$ cat config.mk
export PLATFORM = sky130hd
export DESIGN_NAME = prio_arb_ctrl
export DESIGN_NICKNAME = d
export VERILOG_FILES = /design/src/rtl/prio_arb_ctrl.sv
export SDC_FILE = /design/constraint.sdc
export NUM_CORES = 1
export LEC_CHECK = 0
export CORE_UTILIZATION = 50
export DETAILED_ROUTE_END_ITERATION = 8
export PLACE_DENSITY = 0.75
export SYNTH_ARGS = -nofsm -noshare
export SYNTH_HDL_FRONTEND = slang
export SYNTH_SLANG_ARGS = --single-unit
$ cat constraint.sdc
create_clock -name clk -period 2.12 [get_ports clk]
set_input_delay 0.318 -clock clk [delete_from_list [all_inputs] [get_ports clk]]
set_output_delay 0.318 -clock clk [all_outputs]
set_load 0.01 [all_outputs]
$ cat src/rtl/prio_arb_ctrl.sv
// Registered arbiter that shares one resource among 2**N requesters,
// with grant holding, release handshake, hold watchdog and round-robin.
module prio_arb_ctrl #(
  parameter int N       = 2,
  parameter int MAXHOLD = 8
) (
  input  logic            clk,
  input  logic            rst_n,
  input  logic [2**N-1:0] req,
  input  logic            done,
  input  logic            rr_mode,
  output logic [2**N-1:0] gnt,
  output logic [N-1:0]    gnt_id,
  output logic            gnt_valid,
  output logic            timeout
);

  localparam int R = 2**N;
  localparam logic [7:0] CAP = 8'(MAXHOLD - 1);

  typedef enum logic {
    IDLE,
    BUSY
  } state_t;

  state_t       state, state_n;
  logic [R-1:0] gnt_n;
  logic [N-1:0] id_n;
  logic         valid_n;
  logic         to_n;
  logic [N-1:0] ptr, ptr_n;
  logic [7:0]   cnt, cnt_n;
  logic         mode_q, mode_n;

  logic [R-1:0] elig;
  logic         use_mode;
  logic         found;
  logic [N-1:0] win;
  logic         drop;
  logic         cap;
  logic         rel;

  // Fixed mode scans down from the top index; round-robin from ptr.
  function automatic logic [N:0] pick(
    input logic [R-1:0] v,
    input logic         m,
    input logic [N-1:0] p
  );
    logic [N-1:0] idx;
    logic [N-1:0] w;
    logic         f;
    f = 1'b0;
    w = '0;
    for (int j = 0; j < R; j++) begin
      idx = m ? N'(p - N'(j)) : N'(R - 1 - j);
      if (!f && v[idx]) begin
        f = 1'b1;
        w = idx;
      end
    end
    return {f, w};
  endfunction

  assign drop = ~req[gnt_id];
  assign cap  = (cnt == CAP);
  assign rel  = drop | done | cap;

  always_comb begin
    elig     = req;
    use_mode = rr_mode;
    if (state == BUSY) begin
      elig     = req & ~gnt;
      use_mode = mode_q;
    end
    {found, win} = pick(elig, use_mode, ptr);
  end

  always_comb begin
    state_n = state;
    gnt_n   = gnt;
    id_n    = gnt_id;
    valid_n = gnt_valid;
    to_n    = 1'b0;
    ptr_n   = ptr;
    cnt_n   = cnt;
    mode_n  = mode_q;
    unique case (state)
      IDLE: begin
        if (found) begin
          state_n = BUSY;
          gnt_n   = R'(1) << win;
          id_n    = win;
          valid_n = 1'b1;
          cnt_n   = '0;
          ptr_n   = win - N'(1);
          mode_n  = rr_mode;
        end
      end
      BUSY: begin
        if (rel) begin
          to_n = cap & ~drop & ~done;
          if (found) begin
            gnt_n   = R'(1) << win;
            id_n    = win;
            valid_n = 1'b1;
            cnt_n   = '0;
            ptr_n   = win - N'(1);
          end else begin
            state_n = IDLE;
            gnt_n   = '0;
            id_n    = '0;
            valid_n = 1'b0;
            cnt_n   = '0;
          end
        end else begin
          cnt_n = cnt + 8'd1;
        end
      end
      default: state_n = IDLE;
    endcase
  end

  always_ff @(posedge clk or negedge rst_n) begin
    if (!rst_n) begin
      state     <= IDLE;
      gnt       <= '0;
      gnt_id    <= '0;
      gnt_valid <= 1'b0;
      timeout   <= 1'b0;
      ptr       <= N'(R - 1);
      cnt       <= '0;
      mode_q    <= 1'b0;
    end else begin
      state     <= state_n;
      gnt       <= gnt_n;
      gnt_id    <= id_n;
      gnt_valid <= valid_n;
      timeout   <= to_n;
      ptr       <= ptr_n;
      cnt       <= cnt_n;
      mode_q    <= mode_n;
    end
  end

endmodule

After elaboration in Yosys (flattened, before gate mapping)
Cells that the tools add are included.
{ "word_totals": {"regBits": 20, "output_inout_bits": 8} }
{ "op_classes": {"n_addsub": 5, "order_cmp": 5, "n_eq_ne": 3, "n_shift": 1, "muxes": 46, "bitwise": 9, "n_reduce_logical": 8} }
{ "ops": {"columns": ["op", "count"], "rows": [
  ["two-way mux 2 bit", 13],
  ["two-way mux 1 bit", 16],
  ["two-way mux 4 bit", 4],
  ["two-way mux 8 bit", 2],
  ["one-hot mux 8 bit (2 select lines)", 1],
  ["< comparator 2 x 3 -> 1 bit, second input constant", 5],
  ["binary-select mux 1 bit (select 2 bit)", 5],
  ["adder 8 x 1 -> 8 bit, second input constant", 1],
  ["== test 8 x 3 -> 1 bit, second input constant", 1],
  ["one-hot mux 2 bit (2 select lines)", 2],
  ["one-hot mux 4 bit (2 select lines)", 1],
  ["bitwise AND 4 bit", 1],
  ["inverter 4 bit", 1],
  ["one-hot mux 1 bit (2 select lines)", 2],
  ["AND reduction 2 bit", 2],
  ["left shift 1 x 2 -> 4 bit, first input constant", 1],
  ["subtractor 2 x 1 -> 2 bit, second input constant", 2],
  ["subtractor 2 bit, second input constant", 2],
  ["logical AND 1 bit", 3],
  ["zero test 1 bit", 3],
  ["inverter 1 bit", 3],
  ["bitwise AND 1 bit", 2],
  ["inequality test 2 x 1 -> 1 bit, second input constant", 1],
  ["inequality test 2 bit, second input constant", 1],
  ["OR 1 bit", 2]
]} }

Logic depth before layout (Yosys ltp)
{ "logic_depth": {"ltp_word": 19, "ltp_mapped": 10, "depth_no_buf": 8} }

Least setup slack after synthesis
No wires, ideal clock.
{ "synth_path": {"path_type": "reg2reg", "startpoint": "register ptr[0]", "endpoint": "register gnt[1]", "arrival_ps": 1926, "required_ps": 1999, "path_slack_ps": 73, "path_stages_with_launch": 9, "path_buffers": 1, "synth_period_minus_slack_ps": 2047, "path_cell_list": "dfstp_2 -> buf_4 -> xnor2_1 -> nor3_1 -> nor4_1 -> o221ai_1 -> and3_1 -> ha_1 -> a22o_1"} }
{ "synth_via": {"elab_chain_len": 17, "elab_cells_between_ends": 36, "cone_classes": "add/sub (3); eq/ne (1); shift (1); mux (24); reduce/logical (7)"} }
{ "synth_rtl": {"columns": ["item", "line_no", "rtl"], "rows": [
  ["start: declaration", "31", "logic [N-1:0] ptr, ptr_n;"],
  ["start signal: assignment", "130", "ptr <= N'(R - 1);"],
  ["start signal: assignment", "139", "ptr <= ptr_n;"],
  ["branches (longest 17 deep; another with subtractor 2 x 1 -> 2 bit)", null, null],
  ["end signal: assignment", "135", "gnt <= gnt_n;"],
  ["end: declaration", "12", "output logic [2**N-1:0] gnt,"]
]} }
Parallel ways; which one is timed is not known. The select of a mux whose other input is x is not followed.
A chain may end at the register's enable or synchronous reset.

Worst setup path after layout
{ "layout_path": {"startpoint": "register state", "endpoint": "register gnt[1]"} }
{ "layout_via": {"elab_chain_len": 18, "elab_cells_between_ends": 37, "cone_classes": "eq/ne (2); shift (1); mux (26); bitwise (1); reduce/logical (7)"} }
{ "layout_rtl": {"columns": ["item", "line_no", "rtl"], "rows": [
  ["start: declaration", "26", "state_t state, state_n;"],
  ["start signal: assignment", "134", "state <= state_n;"],
  ["two-way mux 1 bit", "71", "if (state == BUSY) begin"],
  ["two-way mux 2 bit", "55", "idx = m ? N'(p - N'(j)) : N'(R - 1 - j);"],
  ["binary-select mux 1 bit (select 2 bit)", "56", "if (!f && v[idx]) begin"],
  ["two-way mux 1 bit (not written as such)", "56", null],
  ["two-way mux 1 bit", "56", null],
  ["zero test 1 bit", "56", null],
  ["logical AND 1 bit", "56", null],
  ["two-way mux 1 bit", "56", null],
  ["(+2 left out)", null, null],
  ["two-way mux 1 bit", "56", null],
  ["zero test 1 bit", "56", null],
  ["logical AND 1 bit", "56", null],
  ["two-way mux 2 bit", "56", null],
  ["left shift 1 x 2 -> 4 bit", "91, 103", null],
  ["two-way mux 4 bit", "102", "if (found) begin"],
  ["two-way mux 4 bit", "100", "if (rel) begin"],
  ["one-hot mux 4 bit (2 select lines)", "87", "unique case (state)"]
]} }
Parallel ways exist; a longest one is shown, timed or not. The select of a mux whose other input is x is not followed.

==> flow_summary.json <==
{
  "outcome": "finished, violations left",
  "violations_in_the_final_reports": "negative setup slack",
  "layout.cells.most_common": "sky130_fd_sc_hd__buf_4",
  "first_pass_iters": 5,
  "synth.yosys.warnings": 0,
  "slew_viol_final": 0,
  "post-dp-hpwl_microns": 3010,
  "die_h_microns": 56.0,
  "effective_utilization_at_floorplan_pct": 52.9,
  "antenna-diode-count": 0,
  "synth_enable_flop_cells": 0,
  "max-vdd-ir-drop_mv": 1.53,
  "cts-root-buf": "sky130_fd_sc_hd__clkbuf_4",
  "r2r-start": "state",
  "worstPathMaxFanout": 13,
  "die-area_sq_um": 3140,
  "antenna_violations_before_repair": 0,
  "power.density_cell_area_nw_per_um2": 1620,
  "largest_net_degree_at_the_start_of_global_routing": 21,
  "ys_dominant_reg_cell": "sky130_fd_sc_hd__dfrtp_1",
  "hold_slack_ns": 0.302,
  "tritoncts_num_sinks": 20,
  "setup_viol": 6,
  "switchingPower_uw": 1690,
  "final_period_minus_worst_setup_slack_ns": 2.34,
  "post_synth.cell_area_avg_sq_um": 9.48,
  "tns_ns": -0.893,
  "floorplan.die.width_microns": 56.0,
  "fmax_mhz": 428,
  "post-route-cell-area_sq_um": 2300,
  "synth_area_sq_um": 1460,
  "p_clk_share_pct": 9.0,
  "grt_pass1_vias": 1641,
  "cts_htree_levels": 1,
  "worst-endpoint-required_ns": 2.34,
  "drt-initial-drc-count": 105,
  "tritoncts_buffers": 3,
  "floorplan.rows": 19,
  "clk_pin_slew_worst_paths_ns": 0.14,
  "worst_slew_margin_rel_pct": 64.6,
  "power.switching_fraction_pct": 45.5,
  "viasPerCell": 6.86,
  "port-buffer-count": 15,
  "core_area_sq_um": 2760,
  "clk_latency_ns": 0.33,
  "end_kind": "flop",
  "cts_tree": "yes",
  "num_vias": 1681,
  "power.total_uw": 3720,
  "internal-power_uw": 2030,
  "setup.worst_path.start": "state",
  "synth_cell_types": 54,
  "final_critical_path_setup_slack_ns": -0.217,
  "drcViolationCount": 0,
  "timing.critical_path.from_type": "flop",
  "min_period_over_period_pct": 110,
  "final_cell_mix": "39 x sky130_fd_sc_hd__buf_4, 17 x sky130_fd_sc_hd__dfrtp_1, 15 x sky130_fd_sc_hd__clkdlybuf4s50_1",
  "worst_setup_path_class": "reg2reg",
  "worst-endpoint-arrival_ns": 2.55,
  "power_frac_seq_pct": 17.8,
  "final.setup_skew_ns": 0.0188,
  "finalWirelength_microns": 5950,
  "synth-seq-area-share_pct": 34.4,
  "place_area_sq_um": 1820,
  "wl_per_cell_microns": 24.3,
  "rsz0062_at_grt": "yes",
  "boundary_pin_count": 16,
  "tightest_slew_ns": 0.529,
  "synth-seq-cells": 20,
  "globalRouteTotalUtil_pct": 33.1,
  "final_nets": 228,
  "comb_power_share_pct": 73.2,
  "postRouteAntennaNets": 0,
  "cts.path.max_buffers": 2,
  "mappedNetlistNets": 167,
  "cts_hold_repair.buffers": 0,
  "final-hold-violation-count": 0,
  "maxCapViolations": 0,
  "worstHoldPathType": "in2async",
  "synth_async_sr_flop_share_pct": 100,
  "final_layout_size_suffix_gt1_share_pct": 49.5,
  "synthesis.instances": 154,
  "flow.area_growth_from_synthesis_pct": 57.6,
  "grt_remaining_overflow": 0,
  "place.gp.congestion": 1.12,
  "leakage_uw": 0.000931,
  "grt_pass1_wl_microns": 8000
}
what timing repair did:
item                       CTS  global route
gates resized for setup     24            36
cloned                       0             0
buffers inserted            11             6
setup endpoints to repair    6             6
pin swaps                    8            17
worst max-delay path: stages, from the launching register on:
cell and delay [ns]:
sky130_fd_sc_hd__dfrtp_2 0.49, sky130_fd_sc_hd__buf_6 0.18, sky130_fd_sc_hd__a21boi_0 0.26, sky130_fd_sc_hd__buf_4 0.20
sky130_fd_sc_hd__o211ai_1 0.11, sky130_fd_sc_hd__a21oi_2 0.19, sky130_fd_sc_hd__o221ai_4 0.17, sky130_fd_sc_hd__and3_4 0.22
sky130_fd_sc_hd__ha_2 0.17, sky130_fd_sc_hd__a22o_1 0.22
area by class of cell:
class	instances	area, sq um
well taps	31	38.8
fillers	137	457
clock inverters	1	30.0
repair buffers	61	522
flip-flops and latches	20	504
multi-input cells	123	1160
inverters	6	22.5
clock buffers	3	22.5
synth_stat cells, types with 2 or more instances:
cell,instances,share of area [%]
sky130_fd_sc_hd__a211oi_1,2,1.0
sky130_fd_sc_hd__a21bo_2,3,2.1
sky130_fd_sc_hd__a21boi_0,2,1.0
sky130_fd_sc_hd__a21boi_1,2,1.0
sky130_fd_sc_hd__a21oi_1,10,3.4
sky130_fd_sc_hd__a22o_1,6,3.6
sky130_fd_sc_hd__a31oi_1,2,0.86
sky130_fd_sc_hd__and3_1,3,1.3
sky130_fd_sc_hd__buf_4,2,1.0
sky130_fd_sc_hd__buf_6,2,1.5
sky130_fd_sc_hd__dfrtp_1,18,31
sky130_fd_sc_hd__dfstp_2,2,3.6
sky130_fd_sc_hd__ha_1,5,4.3
sky130_fd_sc_hd__inv_1,6,1.5
sky130_fd_sc_hd__mux2_2,3,2.3
sky130_fd_sc_hd__mux2i_1,2,1.4
sky130_fd_sc_hd__nand2_1,16,4.1
sky130_fd_sc_hd__nand3_1,3,1.0
sky130_fd_sc_hd__nor2_1,4,1.0
sky130_fd_sc_hd__nor3_1,9,3.1
sky130_fd_sc_hd__nor4_1,2,0.86
sky130_fd_sc_hd__o2111ai_1,2,1.2
sky130_fd_sc_hd__o21a_1,2,1.0
sky130_fd_sc_hd__o21ai_0,13,4.5
sky130_fd_sc_hd__o221ai_1,3,1.8
sky130_fd_sc_hd__or4_1,2,1.0
per-layer routing:
| metal | routed length, microns | track usage [%] | vias up |
|---|---|---|---|
| met5 | 0 | 0 | - |
| met4 | 297 | 15.0 | 0 |
| met3 | 556 | 7.67 | 38 |
| met2 | 2820 | 53.1 | 126 |
| met1 | 2270 | 42.4 | 802 |
| li1 | - | - | 715 |
power groups by stage:
stage	logic [uW]	registers (uW)	clock network (uW)
finish	2720	663	333
global route	2870	672	346
CTS	2010	644	325
detailed placement	1530	668	0
global placement	1480	658	0
floorplan	960	621	0
cell families (layout without fill, tap and decap cells):
logic type	count (synthesis)	after routing	synth area share, %
fa+ha+maj	5	5	4.28
simple gates	52	52	20.7
compound gates	57	57	27.5
mux	7	7	6.77
buf+inv	11	71	4.63
flops	20	20	34.4
xor+xnor	2	2	1.71
flip-flops by register name (all words and copies together) (netlist names):
name / cells
cnt: 8
mode_q: 1
gnt: 4
state: 1
gnt_id: 2
gnt_valid: 1
timeout: 1
ptr: 2
worst paths after layout:
| path | to | cells after the start | slack, ns |
|---|---|---|---|
| worst min-delay path | cnt[6] | 2 | 0.30 |
| worst max register to register | gnt[1] | 9 | -0.22 |
| worst min register to register | gnt_valid | 1 | 0.51 |
| max in group asynchronous | ptr[1] | 2 | 1.52 |
| min in group clk | gnt_valid | 1 | 0.51 |
| worst max-delay path | gnt[1] | 9 | -0.22 |
per-stage QoR:
stage / setup slack, ns / utilization, % / cells
floorplan: 0.0733 / - / 154
global placement: -0.292 / 66.1 / 224
detailed placement: -0.420 / 66.1 / 224
CTS: -0.0403 / 75.2 / 239
global route: -0.282 / 83.4 / 245
finish: -0.217 / 83.4 / 245
No activity file was read; power rests on OpenSTA's default activity.
